## config.mk

```make
export PLATFORM = sky130hd
export DESIGN_NAME = reg_file_mp
export DESIGN_NICKNAME = d
export VERILOG_FILES = /design/src/rtl/reg_file_mp_pkg.sv /design/src/rtl/reg_file_mp_scoreboard.sv /design/src/rtl/reg_file_mp.sv
export SDC_FILE = /design/constraint.sdc
export NUM_CORES = 2
export LEC_CHECK = 0
export CORE_MARGIN = 2
export CORE_UTILIZATION = 50
export DETAILED_ROUTE_END_ITERATION = 7
export PLACE_DENSITY = 0.74
export SLEW_MARGIN = 10
export SYNTH_ARGS = -nofsm -noshare
export SYNTH_HDL_FRONTEND = slang
export SYNTH_SLANG_ARGS = --single-unit
```

## constraint.sdc

```tcl
create_clock -name clk -period 40 [get_ports clk]
set_input_delay 6 -clock clk [delete_from_list [all_inputs] [get_ports clk]]
set_output_delay 6 -clock clk [all_outputs]
set_load 0.02 [all_outputs]
```

## src/rtl/reg_file_mp_pkg.sv

```systemverilog
// Shared constants and helpers for the multi-port register file.
package rf_pkg;

    localparam int unsigned XLEN_DEF  = 32;
    localparam int unsigned NREGS_DEF = 32;

    // Ceiling log2; NREGS is a power of two so this yields the exact address width.
    function automatic int unsigned log2(input int unsigned n);
        int unsigned r;
        r = 0;
        for (int unsigned i = 0; i < 32; i++) begin
            if ((64'd1 << i) < 64'(n)) r = i + 1;
        end
        return r;
    endfunction

endpackage

```

## src/rtl/reg_file_mp_scoreboard.sv

```systemverilog
// Per-register pending-write scoreboard: issue sets a busy bit, writeback clears it.
module reg_scoreboard
    import rf_pkg::*;
#(
    parameter int unsigned NREGS = NREGS_DEF,
    parameter int unsigned NRD   = 2,
    localparam int unsigned AW   = log2(NREGS)
) (
    input  logic              clk,
    input  logic              rst,
    input  logic              set_en,
    input  logic [AW-1:0]     set_a,
    input  logic              clr0_en,
    input  logic [AW-1:0]     clr0_a,
    input  logic              clr1_en,
    input  logic [AW-1:0]     clr1_a,
    input  logic [NRD*AW-1:0] ra,
    output logic [NRD-1:0]    busy_rd,
    output logic [NRD-1:0]    clr_pend
);

    logic [NREGS-1:0] busy_q;
    logic [NREGS-1:0] busy_d;
    logic [AW-1:0]    rd_a;

    // Set is applied last so an issue overrides a writeback to the same register.
    always_comb begin
        busy_d = busy_q;
        if (clr0_en) busy_d[clr0_a] = 1'b0;
        if (clr1_en) busy_d[clr1_a] = 1'b0;
        if (set_en)  busy_d[set_a]  = 1'b1;
    end

    always_ff @(posedge clk or posedge rst) begin
        if (rst) begin
            busy_q <= '0;
        end else begin
            busy_q <= busy_d;
        end
    end

    always_comb begin
        busy_rd  = '0;
        clr_pend = '0;
        rd_a     = '0;
        for (int unsigned i = 0; i < NRD; i++) begin
            rd_a        = ra[i*AW +: AW];
            busy_rd[i]  = busy_q[rd_a];
            clr_pend[i] = ((clr0_en && clr0_a == rd_a) || (clr1_en && clr1_a == rd_a))
                          && !(set_en && set_a == rd_a);
        end
    end

endmodule

```

## src/rtl/reg_file_mp.sv

```systemverilog
// Multi-port register file: NRD combinational reads, two writes, busy scoreboard.
module reg_file_mp
    import rf_pkg::*;
#(
    parameter int unsigned XLEN     = XLEN_DEF,
    parameter int unsigned NREGS    = NREGS_DEF,
    parameter int unsigned NRD      = 2,
    parameter int unsigned ZERO_REG = 1,
    parameter int unsigned BYPASS   = 1,
    localparam int unsigned AW      = log2(NREGS)
) (
    input  logic                clk,
    input  logic                rst,
    input  logic [NRD*AW-1:0]   ra,
    output logic [NRD*XLEN-1:0] rd,
    output logic [NRD-1:0]      rbusy,
    input  logic                we0,
    input  logic [AW-1:0]       wa0,
    input  logic [XLEN-1:0]     wd0,
    input  logic                we1,
    input  logic [AW-1:0]       wa1,
    input  logic [XLEN-1:0]     wd1,
    input  logic                iss_en,
    input  logic [AW-1:0]       iss_a
);

    localparam bit ZR = (ZERO_REG != 0);
    localparam bit BP = (BYPASS != 0);

    logic [XLEN-1:0] regs_q [NREGS];
    logic [XLEN-1:0] regs_d [NREGS];
    logic            wr0_en;
    logic            wr1_en;
    logic            iss_ok;
    logic [NRD-1:0]  busy_rd;
    logic [NRD-1:0]  clr_pend;
    logic [AW-1:0]   rd_a;
    logic [XLEN-1:0] rd_v;

    always_comb begin
        wr0_en = we0 && !(ZR && wa0 == '0);
        wr1_en = we1 && !(ZR && wa1 == '0);
        iss_ok = iss_en && !(ZR && iss_a == '0);
    end

    // Port 1 is applied after port 0 so it wins an address collision.
    always_comb begin
        regs_d = regs_q;
        if (wr0_en) regs_d[wa0] = wd0;
        if (wr1_en) regs_d[wa1] = wd1;
    end

    always_ff @(posedge clk or posedge rst) begin
        if (rst) begin
            regs_q <= '{default: '0};
        end else begin
            regs_q <= regs_d;
        end
    end

    reg_scoreboard #(
        .NREGS (NREGS),
        .NRD   (NRD)
    ) u_scoreboard (
        .clk      (clk),
        .rst      (rst),
        .set_en   (iss_ok),
        .set_a    (iss_a),
        .clr0_en  (wr0_en),
        .clr0_a   (wa0),
        .clr1_en  (wr1_en),
        .clr1_a   (wa1),
        .ra       (ra),
        .busy_rd  (busy_rd),
        .clr_pend (clr_pend)
    );

    // Outputs are gated by rst so reads show zero for the whole reset pulse.
    always_comb begin
        rd    = '0;
        rbusy = '0;
        rd_a  = '0;
        rd_v  = '0;
        for (int unsigned i = 0; i < NRD; i++) begin
            rd_a = ra[i*AW +: AW];
            rd_v = regs_q[rd_a];
            if (BP) begin
                if (wr0_en && wa0 == rd_a) rd_v = wd0;
                if (wr1_en && wa1 == rd_a) rd_v = wd1;
            end
            if (rst || (ZR && rd_a == '0)) rd_v = '0;
            rd[i*XLEN +: XLEN] = rd_v;
            rbusy[i] = busy_rd[i] && !(BP && clr_pend[i]) && !(ZR && rd_a == '0) && !rst;
        end
    end

endmodule
```

======== Yosys cells after proc, flatten, opt, wreduce, memory -nomap -nowiden ========
Index checks and enable logic that the tools add are counted.
word-level totals
  bits in registers ....................... 1056
  bits in latches ......................... 0
  bits in writable memories ............... 0
  memory bits (read-only) ................. 0
  output and inout bits ................... 66
  logic and storage cells ................. 136
  memories kept ........................... 0
operators by class
  add/sub/neg operators ................... 0
  $mul .................................... 0
  div/mod/pow operators ................... 0
  $lt $le $gt $ge ......................... 14
  equality and inequality tests ........... 6
  shift-type cells ........................ 0
  muxes and demuxes ....................... 33
  bitwise gates (word level) .............. 9
  reductions and logical operators ........ 41
operators by type and width
  kind                number
  $bwmux 1024         2
  $mux 1024           2
  $mux 32             15
  $bmux 32 s5         2
  $demux 32 s5        2
  $and 32x32->32      2
  $not 32->32         2
  $or 32x32->32       1
  $eq 5x5->1          6
  $lt 5x6->1 const B  5
  $logic_not 5->1     5
  $ge 6x6->1 const B  4
  $not 5->6           4
  $logic_and 1x1->1   22
  $demux 1 s5         3
  $ge 5x1->1 const B  3
  $lt 6x1->1 const B  2
  $bmux 1 s5          2
  $logic_not 1->1     10
  $mux 1              5
  $logic_or 1x1->1    4

======== Longest topological paths before layout ========
  depth after elaboration ................. 11
  depth in mapped cells ................... 10
  depth with buffers taken out ............ 5

======== Hierarchy ========
From an unflattened synthesis, not the netlist that was laid out.
unflattened totals
  cells, all modules ...................... 7404
  area, all modules ....................... 68582.0 sq um
modules (own cells, without submodules)
  module          times used  cells each  area each (sq um)  sequential area each (sq um)
  reg_file_mp     1           7091        65751.8            25624.6
  reg_scoreboard  1           313         2830.2             800.8

======== Worst setup path before layout ========
Ideal clock, no wire load.
  path kind ............................... input to output
  from .................................... in rst
  to ...................................... out rd[32]
  data arrival time ....................... 35.202 ns
  slack ................................... -1.202 ns
  cell stages on the path ................. 3
  cells stage by stage .................... inv_1 > nand4_1 > o221ai_1
on the way
  longest elaborated chain between the ends .. 2
ends and longest elaborated chain
  element           line               text
  from (decl)       reg_file_mp.sv:13  input logic rst,
  $logic_or 1x1->1  reg_file_mp.sv:91  if (rst || (ZR && rd_a == '0)) rd_v = '0;
  $mux 32           reg_file_mp.sv:91
  to (decl)         reg_file_mp.sv:15  output logic [NRD*XLEN-1:0] rd,
Every way passes these cells.

======== Worst setup path in the final report ========
  from .................................... in ra[5]
  to ...................................... out rd[61]
on the way
  longest elaborated chain between the ends .. 7
  elaborated cells on any way between the ends .. 13
ends and longest elaborated chain
  element                                     line               text
  from (decl)                                 reg_file_mp.sv:14  input logic [NRD*AW-1:0] ra,
  $not 5->6 (not written as such)             reg_file_mp.sv:86  rd_v = regs_q[rd_a];
  $bmux 32 s5                                 reg_file_mp.sv:86
  $mux 32 (not written as such) (2 in a row)  reg_file_mp.sv:86
  $mux 32                                     reg_file_mp.sv:88  if (wr0_en && wa0 == rd_a) rd_v = wd0;
  $mux 32                                     reg_file_mp.sv:89  if (wr1_en && wa1 == rd_a) rd_v = wd1;
  $mux 32 (*)                                 reg_file_mp.sv:91
Every way passes the cells marked *; elsewhere a longest branch is shown, timed or not. The select of a mux whose other input is x is not followed.

==> flow_summary_export.csv <==
group,metric,value,unit
global_route,track_usage,38.5,%
global_route,grt_pass1_vias,55800,
min_path,holdCritStartpoint,"regs_q[1000]",
clock_tree,post_cts_resized,0,
cells_and_area,nFillCells,10900,
route,drc,160,
cells_and_area,register_area,26400,um2
yosys,syn-cell-area,67300,um2
timing,timing.final.crit_share,43.9,%
timing,timing.fmax,56.9,MHz
clock_tree,cts_tree,"yes",
yosys,yosys-top-cells-area,"dfrtp_1 39%, mux4_2 18%, mux2i_1 16%",
timing,hold_ws,0.403,ns
yosys,synth_nets,6509,
clock_tree,htree_num_levels,3,
clock_tree,post_cts_buffers,0,
yosys,synth_cell_types,55,
min_path,min_path_type,"reg2reg",
timing,worst-slew-pin-transition,1.43,ns
clock_tree,clock_latency,0.73,ns
yosys,synthXorXnorAreaFrac,0.390,%
floorplan,die_area,138000,um2
timing,setup_viol,0,
timing,min_period,17.57,ns
timing,drv_slew,0,
yosys,synthTopCellsByCount,"1107 x mux2i_1, 1056 x dfrtp_1, 671 x nand2_1",
global_route,antenna_found_initial,12,
floorplan,start_util,50.4,%
yosys,netlist_instances,6415,
yosys,ys.flop_type,"dfrtp_1",
cells_and_area,final_area,73900,um2
global_route,grt_start_max_net_pins,169,
worst_setup_path,end_kind,"output port",
global_route,overflow,0,
floorplan,die_h,371,um
yosys,async_reset_ff_share,100,%
outcome,violations,"design-rule violations",
power_and_ir_drop,ir_drop,41.5,uV
route,routedWlPerCell,34.0,um
route,vias_per_cell,7.32,
placement,dp_hpwl,141000,um
yosys,synthAdderAreaFrac,0,%
floorplan,rows,134,
route,dr.pass1.iters,8,
yosys,synth_edf_count,0,
yosys,synth-simple-area-share,8.17,%
placement,place_area,69700,um2
worst_setup_path,crit_fanout,72,
worst_setup_path,critPathLaunchType,"input pin",
route,totalWireLength,269000,um
clock_tree,cts_sinks,1056,
timing,fin_tns_setup,0,ns
min_path,hold_end,"regs_q[1000]",
yosys,post-synth-top-count-cell,"mux2i_1",
cells_and_area,utilization,55.3,%
timing,clock_skew,0,ns
cells_and_area,drive_gt1_share,17.1,%
global_route,grt_pass1_wl,386000,um
run,drv_cap,0,
clock_tree,cts_buffer_depth,3,
timing,rsz0062_at_grt,"false",
clock_tree,hold_buffers,0,
clock_tree,clk_pin_slew_worst_paths,0.06,ns
worst_setup_path,crit_arrival,11.57,ns
route,vias,57900,
cells_and_area,synthToLayoutAreaGrowth,9.81,%
yosys,syn_avg_cell_area,10.5,um2
worst_setup_path,reg2reg_from,"regs_q[715]",
worst_setup_path,crit_type,"in2out",
floorplan,ios,160,
worst_setup_path,r2r_slack,39.02,ns
yosys,muxShareOfSynthArea,35.2,%
power_and_ir_drop,p_leak,31.3,nW
yosys,ys_ff_latch,1056,
min_path,holdPathStages,0,
timing,hold_violations,0,
route,drt_iter0_drc,11300,
placement,place_congestion,0.928,
yosys,netlist.area_leader.share,39.2,%
worst_setup_path,timing.rr.end,"regs_q[715]",
yosys,synth_compound_gate_area_share,11.8,%
cells_and_area,multi_input_area,37900,um2
floorplan,core_area,134000,um2
cells_and_area,final_nets,6119,
yosys,yosysSeqAreaShare,39.2,%
yosys,synth_warnings,0,
power_and_ir_drop,power,3.74,mW
route,antenna_left,0,
worst_setup_path,reg2regPathDepth,2,
outcome,outcome,"complete, but fails checks",
power_and_ir_drop,pwr_density_cell,50.5,nW/um2
worst_setup_path,required,34.00,ns
floorplan,die_w,371,um
yosys,synth_top_family_by_area,"multiplexers",
placement,portBuffers,159,
timing,slew_headroom,4.64,%
clock_tree,cts_buffers,118,
yosys,yosysTopAreaCell,"dfrtp_1",
clock_tree,cts_root_buf,"clkbuf_16",
[area by class of cell]
type                            count  share of cell area, %
Antenna cell                       12                 0.0406
Clock buffer                      176                   4.84
Clock inverter                     47                  0.883
Inverter                           44                  0.228
Multi-Input combinational cell   4471                   51.2
Sequential cell                  1056                   35.7
Tap cell                         1768                   2.99
Timing Repair Buffer              334                   4.03
[logic make-up (layout without fill, tap and decap cells)]
kind of cell / count (synthesis) / count (layout)
and+or+nand+nor: 1350 / 1350
muxes: 1676 / 1676
AOI/OAI and AO/OA: 1415 / 1415
DFF: 1056 / 1056
xor gates and xnor gates: 30 / 30
buffers and inverters: 888 / 601
other: 0 / 12
[worst max-delay path, cell delays in order]
cell and delay (ns):
buf_8 0.66, buf_4 0.86, buf_4 0.83, nor3_1 0.16
a21oi_1 0.29, nand2_1 0.86, a2111oi_0 0.78, a211o_1 0.31
clkdlybuf4s50_1 0.66
[registers in the layout, summed over array words and instances (netlist names)]
name                 count
u_scoreboard.busy_q     32
regs_q                1024
[routing by layer]
layer / vias to the layer above / track usage [%] / wire (um)
met2: 5551 / 52.3 / 109000
met5: - / 0.245 / 118
li1: 22700 / - / -
met1: 28200 / 48.6 / 91900
met3: 1428 / 17.7 / 45900
met4: 12 / 26.4 / 22400
[cell usage in the layout, fill, tap and decap left out, drive strengths merged, types with 13 or more instances in the layout]
cell and instances:
nor3 24, a21oi 634, and2 14, nand2 671, a22oi 24, nand3 16
a2111o 22, o21ai 488, xnor2 13, clkbuf 176, o221ai 19, bufinv 15
mux4 549, mux2 20, a31oi 107, inv 45, nor2 505, clkdlybuf4s50 148
mux2i 1107, xor2 17, buf 186, clkinv 23, nand4 25, nor4 50
dfrtp 1056, a221o 17, a221oi 48, o22ai 14
[where the power goes]
part / switching, mW / internal (mW) / leakage [nW]
Combinational: 0.458 / 0.511 / 16.3
Clock: 0.483 / 0.712 / 2.08
Sequential: 0.226 / 1.34 / 12.9
[per-stage QoR]
stage                     std cells  setup WS, ns
after global routing           7900         22.36
after global placement         7672         22.68
after CTS                      7896         22.68
after detailed placement       7673         22.70
final                          7908         22.43
after floorplan                6415          7.94
[how the worst max path moves through the flow]
stage                from     end  slack, ns  cells after the start
floorplan             rst  rd[11]       7.94                      5
global placement    ra[5]  rd[45]      22.68                      9
detailed placement  ra[5]  rd[45]      22.70                      9
CTS                 ra[5]  rd[45]      22.68                      9
global route        ra[5]  rd[61]      22.36                      9
finish              ra[5]  rd[61]      22.43                      9
No activity file was read; power rests on OpenSTA's default activity.
